**src/rtl/uart_tx_fifo.sv**
```systemverilog
`default_nettype none
// +----------------------------------------------------------------------------+
// | Module      : uart_tx_fifo                                                 |
// | Description : Transmit byte FIFO with launch FSM feeding a UART TX. Holds  |
// |               each byte stable on data_o for the whole frame and inserts   |
// |               GUARD_CYCLES idle cycles between frames.                     |
// | Revision    : 1.0 - initial release                                        |
// +----------------------------------------------------------------------------+
module uart_tx_fifo #(
  parameter int DEPTH_LOG2   = 4,
  parameter int GUARD_CYCLES = 2
) (
  input  logic                  clk,
  input  logic                  rst,
  input  logic [7:0]            data_i,
  input  logic                  push,
  output logic                  full,
  output logic                  empty,
  output logic [DEPTH_LOG2:0]   count,
  output logic                  overflow,
  output logic                  busy,
  output logic [7:0]            data_o,
  output logic                  send,
  input  logic                  ready_tx
);

  localparam int DEPTH = 1 << DEPTH_LOG2;
  // Guard counter only needs to hold GUARD_CYCLES-1.
  localparam int GW    = (GUARD_CYCLES > 1) ? $clog2(GUARD_CYCLES) : 1;

  localparam logic [GW-1:0]         GUARD_LOAD = GW'(GUARD_CYCLES - 1);
  localparam logic [GW-1:0]         GUARD_ONE  = GW'(1);
  localparam logic [DEPTH_LOG2:0]   COUNT_MAX  = (DEPTH_LOG2 + 1)'(DEPTH);
  localparam logic [DEPTH_LOG2:0]   COUNT_ONE  = (DEPTH_LOG2 + 1)'(1);
  localparam logic [DEPTH_LOG2-1:0] PTR_ONE    = DEPTH_LOG2'(1);

  typedef enum logic [1:0] {
    S_IDLE    = 2'd0,
    S_LAUNCH  = 2'd1,
    S_SENDING = 2'd2,
    S_GUARD   = 2'd3
  } state_t;

  state_t                  state_q, state_d;
  logic [7:0]              data_q, data_d;
  logic                    send_q, send_d;
  logic [GW-1:0]           guard_q, guard_d;
  logic [DEPTH_LOG2-1:0]   wptr_q, wptr_d;
  logic [DEPTH_LOG2-1:0]   rptr_q, rptr_d;
  logic [DEPTH_LOG2:0]     count_q, count_d;
  logic                    overflow_q, overflow_d;
  logic [7:0]              mem [DEPTH];

  logic                    pop;
  logic                    push_ok;
  logic                    full_w;
  logic                    empty_w;

  assign full_w  = (count_q == COUNT_MAX);
  assign empty_w = (count_q == '0);

  // Launch FSM: pop one byte when idle, hold send until acknowledged, then guard.
  always_comb begin
    state_d = state_q;
    data_d  = data_q;
    send_d  = send_q;
    guard_d = guard_q;
    pop     = 1'b0;
    case (state_q)
      S_IDLE: begin
        if (!empty_w && ready_tx) begin
          pop     = 1'b1;
          data_d  = mem[rptr_q];
          send_d  = 1'b1;
          state_d = S_LAUNCH;
        end
      end
      S_LAUNCH: begin
        if (!ready_tx) begin
          send_d  = 1'b0;
          state_d = S_SENDING;
        end
      end
      S_SENDING: begin
        if (ready_tx) begin
          guard_d = GUARD_LOAD;
          state_d = S_GUARD;
        end
      end
      S_GUARD: begin
        if (guard_q == '0) begin
          state_d = S_IDLE;
        end else begin
          guard_d = guard_q - GUARD_ONE;
        end
      end
      default: begin
        state_d = S_IDLE;
        send_d  = 1'b0;
      end
    endcase
  end

  // FIFO bookkeeping: a push at full is still taken when the same cycle pops.
  always_comb begin
    push_ok    = push && (!full_w || pop);
    overflow_d = overflow_q || (push && full_w && !pop);
    wptr_d     = push_ok ? (wptr_q + PTR_ONE) : wptr_q;
    rptr_d     = pop ? (rptr_q + PTR_ONE) : rptr_q;
    count_d    = count_q;
    if (push_ok && !pop) begin
      count_d = count_q + COUNT_ONE;
    end else if (!push_ok && pop) begin
      count_d = count_q - COUNT_ONE;
    end
  end

  // Storage array: write-only port here, contents survive reset.
  always_ff @(posedge clk) begin
    if (push_ok) begin
      mem[wptr_q] <= data_i;
    end
  end

  // State and control registers with synchronous reset.
  always_ff @(posedge clk) begin
    if (rst) begin
      state_q    <= S_IDLE;
      data_q     <= 8'h00;
      send_q     <= 1'b0;
      guard_q    <= '0;
      wptr_q     <= '0;
      rptr_q     <= '0;
      count_q    <= '0;
      overflow_q <= 1'b0;
    end else begin
      state_q    <= state_d;
      data_q     <= data_d;
      send_q     <= send_d;
      guard_q    <= guard_d;
      wptr_q     <= wptr_d;
      rptr_q     <= rptr_d;
      count_q    <= count_d;
      overflow_q <= overflow_d;
    end
  end

  assign full     = full_w;
  assign empty    = empty_w;
  assign count    = count_q;
  assign overflow = overflow_q;
  assign busy     = (state_q != S_IDLE);
  assign data_o   = data_q;
  assign send     = send_q;

endmodule
`default_nettype wire

```
**config.mk**
```make
export PLATFORM = sky130hd
export DESIGN_NAME = uart_tx_fifo
export DESIGN_NICKNAME = d
export VERILOG_FILES = /design/src/rtl/uart_tx_fifo.sv
export SDC_FILE = /design/constraint.sdc
export NUM_CORES = 1
export LEC_CHECK = 0
export BUFFER_PORTS_ARGS = -buffer_cell sky130_fd_sc_hd__buf_2
export CELL_PAD_IN_SITES_DETAIL_PLACEMENT = 1
export CELL_PAD_IN_SITES_GLOBAL_PLACEMENT = 1
export CORE_MARGIN = 5
export CORE_UTILIZATION = 54
export CTS_BUF_LIST = sky130_fd_sc_hd__clkbuf_8
export DETAILED_ROUTE_END_ITERATION = 12
export PLACE_DENSITY = 0.84
export SETUP_SLACK_MARGIN = 0.1
export SLEW_MARGIN = 20
export SYNTH_ARGS = -nofsm -noshare
export SYNTH_HDL_FRONTEND = slang
export SYNTH_SLANG_ARGS = --single-unit
export TNS_END_PERCENT = 5
```
**constraint.sdc**
```tcl
create_clock -name clk -period 3.72 [get_ports clk]
set_input_delay 0.744 -clock clk [delete_from_list [all_inputs] [get_ports clk]]
set_output_delay 0.744 -clock clk [all_outputs]
set_load 0.02 [all_outputs]
```
# ---- Word-level counts from Yosys, hierarchy flattened
# Memory sizes are Yosys's and may differ from the RTL's. A register that Yosys moved wholly into a read port is not among the register bits.
# Cells that the tools add are included.
# Widths: inputs -> output; s select.
dict set report classes {
  n_shift 0
  div 0
  n_lt_le_gt_ge 0
  muxes 17
  addsub 5
  bitwise 0
  reduce_logical 22
  mul 0
  eq_ne 8
}
# cell n
set op_table {}
lappend op_table {{$mux 5} 2}
lappend op_table {{$add 4x1->4 const B} 2}
lappend op_table {{$mux 1} 8}
lappend op_table {{$mux 2} 4}
lappend op_table {{$ne 2x2->1 const B} 4}
lappend op_table {{$pmux 2 s4} 1}
lappend op_table {{$reduce_bool 2->1} 4}
lappend op_table {{$logic_and 1x1->1} 6}
lappend op_table {{$add 5x1->5 const B} 1}
lappend op_table {{$eq 5x5->1 const B} 1}
lappend op_table {{$logic_not 5->1} 1}
lappend op_table {{$sub 5x1->5 const B} 1}
lappend op_table {{$eq 2x2->1 const B} 2}
lappend op_table {{$logic_not 1->1} 4}
lappend op_table {{$pmux 1 s2} 2}
lappend op_table {{$reduce_and 2->1} 2}
lappend op_table {{$reduce_and 4->1} 1}
lappend op_table {{$reduce_and 3->1} 1}
lappend op_table {{$eq 2x1->1 const B} 1}
lappend op_table {{$logic_not 2->1} 1}
lappend op_table {{$logic_or 1x1->1} 2}
lappend op_table {{$sub 1x1->1 const B} 1}
dict set report totals {
  word_cells 60
  in_bits 12
  ram_bits 128
  latch_bits 0
  reg_bits 18
  n_memories 1
  out_inout_bits 18
  romBits 0
}
# name depth width read_ports rd_ports_with_merged_regs write_ports line
set memory_table {}
lappend memory_table {mem 16 8 1 1 1 52} ;# logic [7:0] mem [DEPTH];

# ---- Longest topological paths before layout
dict set report depth {
  word_depth 11
  depth_mapped 14
  depth_no_buf 13
}

# ---- Worst setup path before layout
# No wires, ideal clock.
dict set report synth_timing {
  kind {input to register}
  startpoint {input port ready_tx}
  endpoint {register count_q[4] (netlist: count[4])}
  stages 11
  setup_ns 0.121
  path_buffers 1
  arrival_time_ns 2.820
  path_slack_ns 0.779
  required_ns 3.599
  path_cell_list {nand2_1 -> a21oi_1 -> clkbuf_1 -> inv_1 -> ha_1 -> inv_1 -> ha_1 -> a21o_1 -> a21oi_1 -> mux2i_1 -> mux2_2}
}
dict set report synth_between {
  elab_chain_cells 8
  elab_cells_between_ends 11
  cone_classes {mux: 3; reduce/logical: 8}
}
# item line
set synth_lines {}
lappend synth_lines {{start, declared} 24} ;# input logic ready_tx
lappend synth_lines {{$logic_and 1x1->1 (*)} 71} ;# if (!empty_w && ready_tx) begin
lappend synth_lines {{$mux 1 (*)} 71}
lappend synth_lines {{$mux 1 (*)} 69} ;# case (state_q)
lappend synth_lines {{$logic_or 1x1->1} 106} ;# push_ok = push && (!full_w || pop);
lappend synth_lines {{$logic_and 1x1->1} 106}
lappend synth_lines {{$logic_not 1->1} 113} ;# end else if (!push_ok && pop) begin
lappend synth_lines {{$logic_and 1x1->1} 113}
lappend synth_lines {{$reduce_bool 2->1 (no line)} n/a}
lappend synth_lines {{end signal, assigned} 143} ;# count_q <= count_d;
lappend synth_lines {{end, declared} 50} ;# logic [DEPTH_LOG2:0] count_q, count_d;
# Every way passes the cells marked *; elsewhere a longest branch is shown, timed or not.
# A chain may end at the register's enable or synchronous reset.

# ---- Final worst setup path
dict set report layout_timing {
  startpoint {register count_q[0] (netlist: count[0])}
  endpoint {register count_q[4] (netlist: count[4])}
}
dict set report layout_between {
  elab_chain_cells 10
  elab_cells_between_ends 18
  cone_classes {add/sub: 2; eq/ne: 1; mux: 4; reduce/logical: 11}
}
# item line
set layout_lines {}
lappend layout_lines {{$logic_not 5->1} 60} ;# assign empty_w = (count_q == '0);
lappend layout_lines {{$logic_not 1->1} 71}
lappend layout_lines {{$logic_and 1x1->1} 71}
lappend layout_lines {{$mux 1} 71}
lappend layout_lines {{$mux 1} 69}
lappend layout_lines {{$logic_or 1x1->1 (*)} 106}
lappend layout_lines {{$logic_and 1x1->1 (*)} 106}
lappend layout_lines {{named net push_ok} 55} ;# logic push_ok;
lappend layout_lines {{$logic_not 1->1} 113}
lappend layout_lines {{$logic_and 1x1->1} 113}
lappend layout_lines {{$reduce_bool 2->1 (no line)} n/a}
# The timed path passes the listed nets; every way through them passes the cells marked *. The select of a mux whose other input is x is not followed.

==> metrics.md <==
| Metric | Value |
|---|---|
| Via/cell ratio | 6.13 |
| Post-synthesis adder-cell area fraction | 3.12% |
| Routability congestion estimate | 0.845 |
| Combinational share of power | 23.2% |
| Multi-input gate area in the final layout | 1750 um^2 |
| Final min period | 3100 ps |
| Worst Path Max Fanout | 9 |
| Clk pwr share | 29.0% |
| Pre-CTS setup slack | 621 ps |
| Reg power frac | 47.8% |
| Starting density of the core | 55.1% |
| CTS tree | yes |
| Top_reg_cell synth | edfxtp_1 |
| GRT overflow | 0 |
| Post-DP HPWL | 9590 um |
| Syn avg cell area | 15.4 um^2 |
| Net Sw Frac | 31.1% |
| Synth-to-layout area growth | 11.5% |
| Fillers | 1,049 |
| Core area | 11,400 um^2 |
| Initial DRT Pass Iterations | 6 |
| Die height | 118 um |
| Final setup vio count | 0 |
| Reg clk slew, reported paths | 80 ps |
| Largest net degree at the start of global routing | 28 |
| Unrepaired setup endpoints after global routing | false |
| Post_cts resized | 0 |
| Fin worst setup slack | 615 ps |
| H-tree levels | 4 |
| Fmax | 322 MHz |
| Post-Route WL | 15,000 um |
| CP endpoint kind | register |
| Antenna Nets Post-Route | 0 |
| Synth Instances | 407 |
| Leak Pwr | 2.35 nW |
| Hold WC Path Type | register to register |
| TritonCTS buffer count | 17 |
| Routed vias | 3,709 |
| Layout cells sized above 1 | 16.5% |
| Cell variety after synth | 38 |
| Via count of the first global-routing pass | 3,927 |
| IO Port Bufs | 29 |
| Seq cells post-synth | 154 |
| TNS Setup | 0 ps |
| CTS sink count | 154 |
| Final hold vios | 0 |
| Xor/xnor cell area share of the yosys netlist | 1.26% |
| Status | finished clean |
| Power density cells | 628 nW/um^2 |
| Initial antenna violation count | 0 |
| Async SR Flop Fraction | 0% |
| Final nets | 476 |
| Die Wd | 118 um |
| Fin Clk Skew | 19.9 ps |
| Mapped Area | 6260 um^2 |
| YS warnings | 0 |
| Clk root buf | clkbuf_8 |
| Sequential area share after synthesis | 69.7% |
| Crit path kind | register to register |
| Mux cell area share after synthesis | 11.9% |
| Largest family of logic cells by synthesized area | multiplexers |
| FP Rows | 39 |
| Overall Power | 4.38 mW |
| Initial DRC count | 366 |
| Slew Limit Headroom | 39.6% |
| Part of the cycle the worst path needs | 83.5% |
| Post-CTS setup buffers | 0 |
| Die area | 13,800 um^2 |
| NetSw | 1.36 mW |
| # DRC | 0 |
| Data required, critical path | 4060 ps |
| First-pass GRT wire length | 23,600 um |
| CP Data Arrival Time | 3440 ps |
| MaxCap Viol Count | 0 |
| Wire length per cell | 24.7 um |
| Compound-Gate Fraction of Synth Area | 5.98% |
| Simple-Gate Fraction of Synth Area | 5.62% |
| Startpoint Class | register |
| Worst VDD drop | 0.403 mV |
| Storage element area | 4370 um^2 |
| Hold-fix buffers, CTS | 0 |
| Clk_lat worst skew | 460 ps |
| Total global-route track usage | 22.7% |
| Pins Over Slew Limit | 0 |
| Antenna Cells | 0 |
| IO Pins | 30 |
| Cell Int Power | 3.02 mW |
| Worst-Margin Slew | 903 ps |
| Bufs on Longest Clock Path | 2 |
| Post-Syn Nets | 434 |
| Number of flops mapped to enable cells by yosys | 128 |
[Yosys cell counts (all sizes together) (8+ instances only)]
cell	n	area (um^2)
buf	10	63.8
a21oi	8	40.0
mux4	10	251
o22ai	22	138
ha	14	175
inv	15	56.3
a211oi	9	67.6
edfxtp	128	3840
clkbuf	9	33.8
nand2	15	56.3
nor3	9	45.0
dfxtp	26	521
mux2i	48	480
nor2	43	161
[critical path: stages (launching register included)]
cell and delay (ps):
dfxtp_1 360, nor4_2 620, a31oi_2 170, buf_4 200, ha_1 240, inv_1 140
ha_1 300, a21o_1 200, a21oi_1 190, mux2i_1 230, mux2_2 350
[state kept, by name (all words and copies together), names as in the netlist]
| signal | flops |
|---|---|
| wptr_q | 4 |
| state_q | 2 |
| count | 5 |
| send | 1 |
| overflow | 1 |
| rptr_q | 4 |
| mem | 128 |
| guard_q | 1 |
| data_o | 8 |
[layout by cell type (no fill, tap or decap), drive strengths merged, types with 8 or more instances in the layout]
cell,count
edfxtp,128
mux2i,48
nor2,43
buf,42
dfxtp,26
o22ai,22
inv,21
clkbuf,17
nand2,15
ha,14
mux4,10
nor3,9
a211oi,9
a21oi,8
[power by group through the flow]
stage               clock network [mW]  logic [mW]  registers, mW
floorplan                            0       0.625           2.17
global placement                     0       0.930           2.12
detailed placement                   0        1.00           2.13
CTS                               1.29        1.02           2.10
global route                      1.38        1.10           2.11
finish                            1.27        1.02           2.09
[layer usage]
metal | vias to the layer above | global-route usage [%] | share of wire (%)
met2 | 137 | 36.3 | 50
met4 | 0 | 7.81 | 1.6
met1 | 1911 | 30.1 | 42
met3 | 23 | 6.25 | 6.1
met5 | - | 0 | 0
li1 | 1638 | - | -
[cell type report]
cell class | instances | area share [%]
clock buffer | 17 | 3.35
clock inverter | 15 | 2.24
inverter | 15 | 0.807
multi-input combinational | 219 | 25.0
sequential | 154 | 62.5
tap | 143 | 2.56
timing repair buffer | 42 | 3.48
[logic make-up (layout without fill, tap and decap cells)]
family | Yosys count | count (layout)
adders and majority gates | 15 | 15
xor gates and xnor gates | 9 | 9
and+or+nand+nor | 80 | 80
DFF | 154 | 154
AOI/OAI and AO/OA | 56 | 56
buffers and inverters | 34 | 89
muxes | 59 | 59
[final timing paths]
kind,cells after the start,slack [ps],to,from
worst min register to register,2,460,guard_q,guard_q
worst min-delay path,2,460,guard_q,guard_q
worst max-delay path,10,620,count[4],count[0]
worst max register to register,10,620,count[4],count[0]
[through the flow]
step           area, um^2  util, %  cells  hold slack [ps]
2_1_floorplan        6260        -    407              432
3_3_place_gp         6590     58.0    573              438
3_5_place_dp         6590     58.0    573              449
4_1_cts              6980     61.4    605              458
5_1_grt              6980     61.4    605              476
6_report             6980     61.4    605              457
Power figures use the tool's default switching activity.
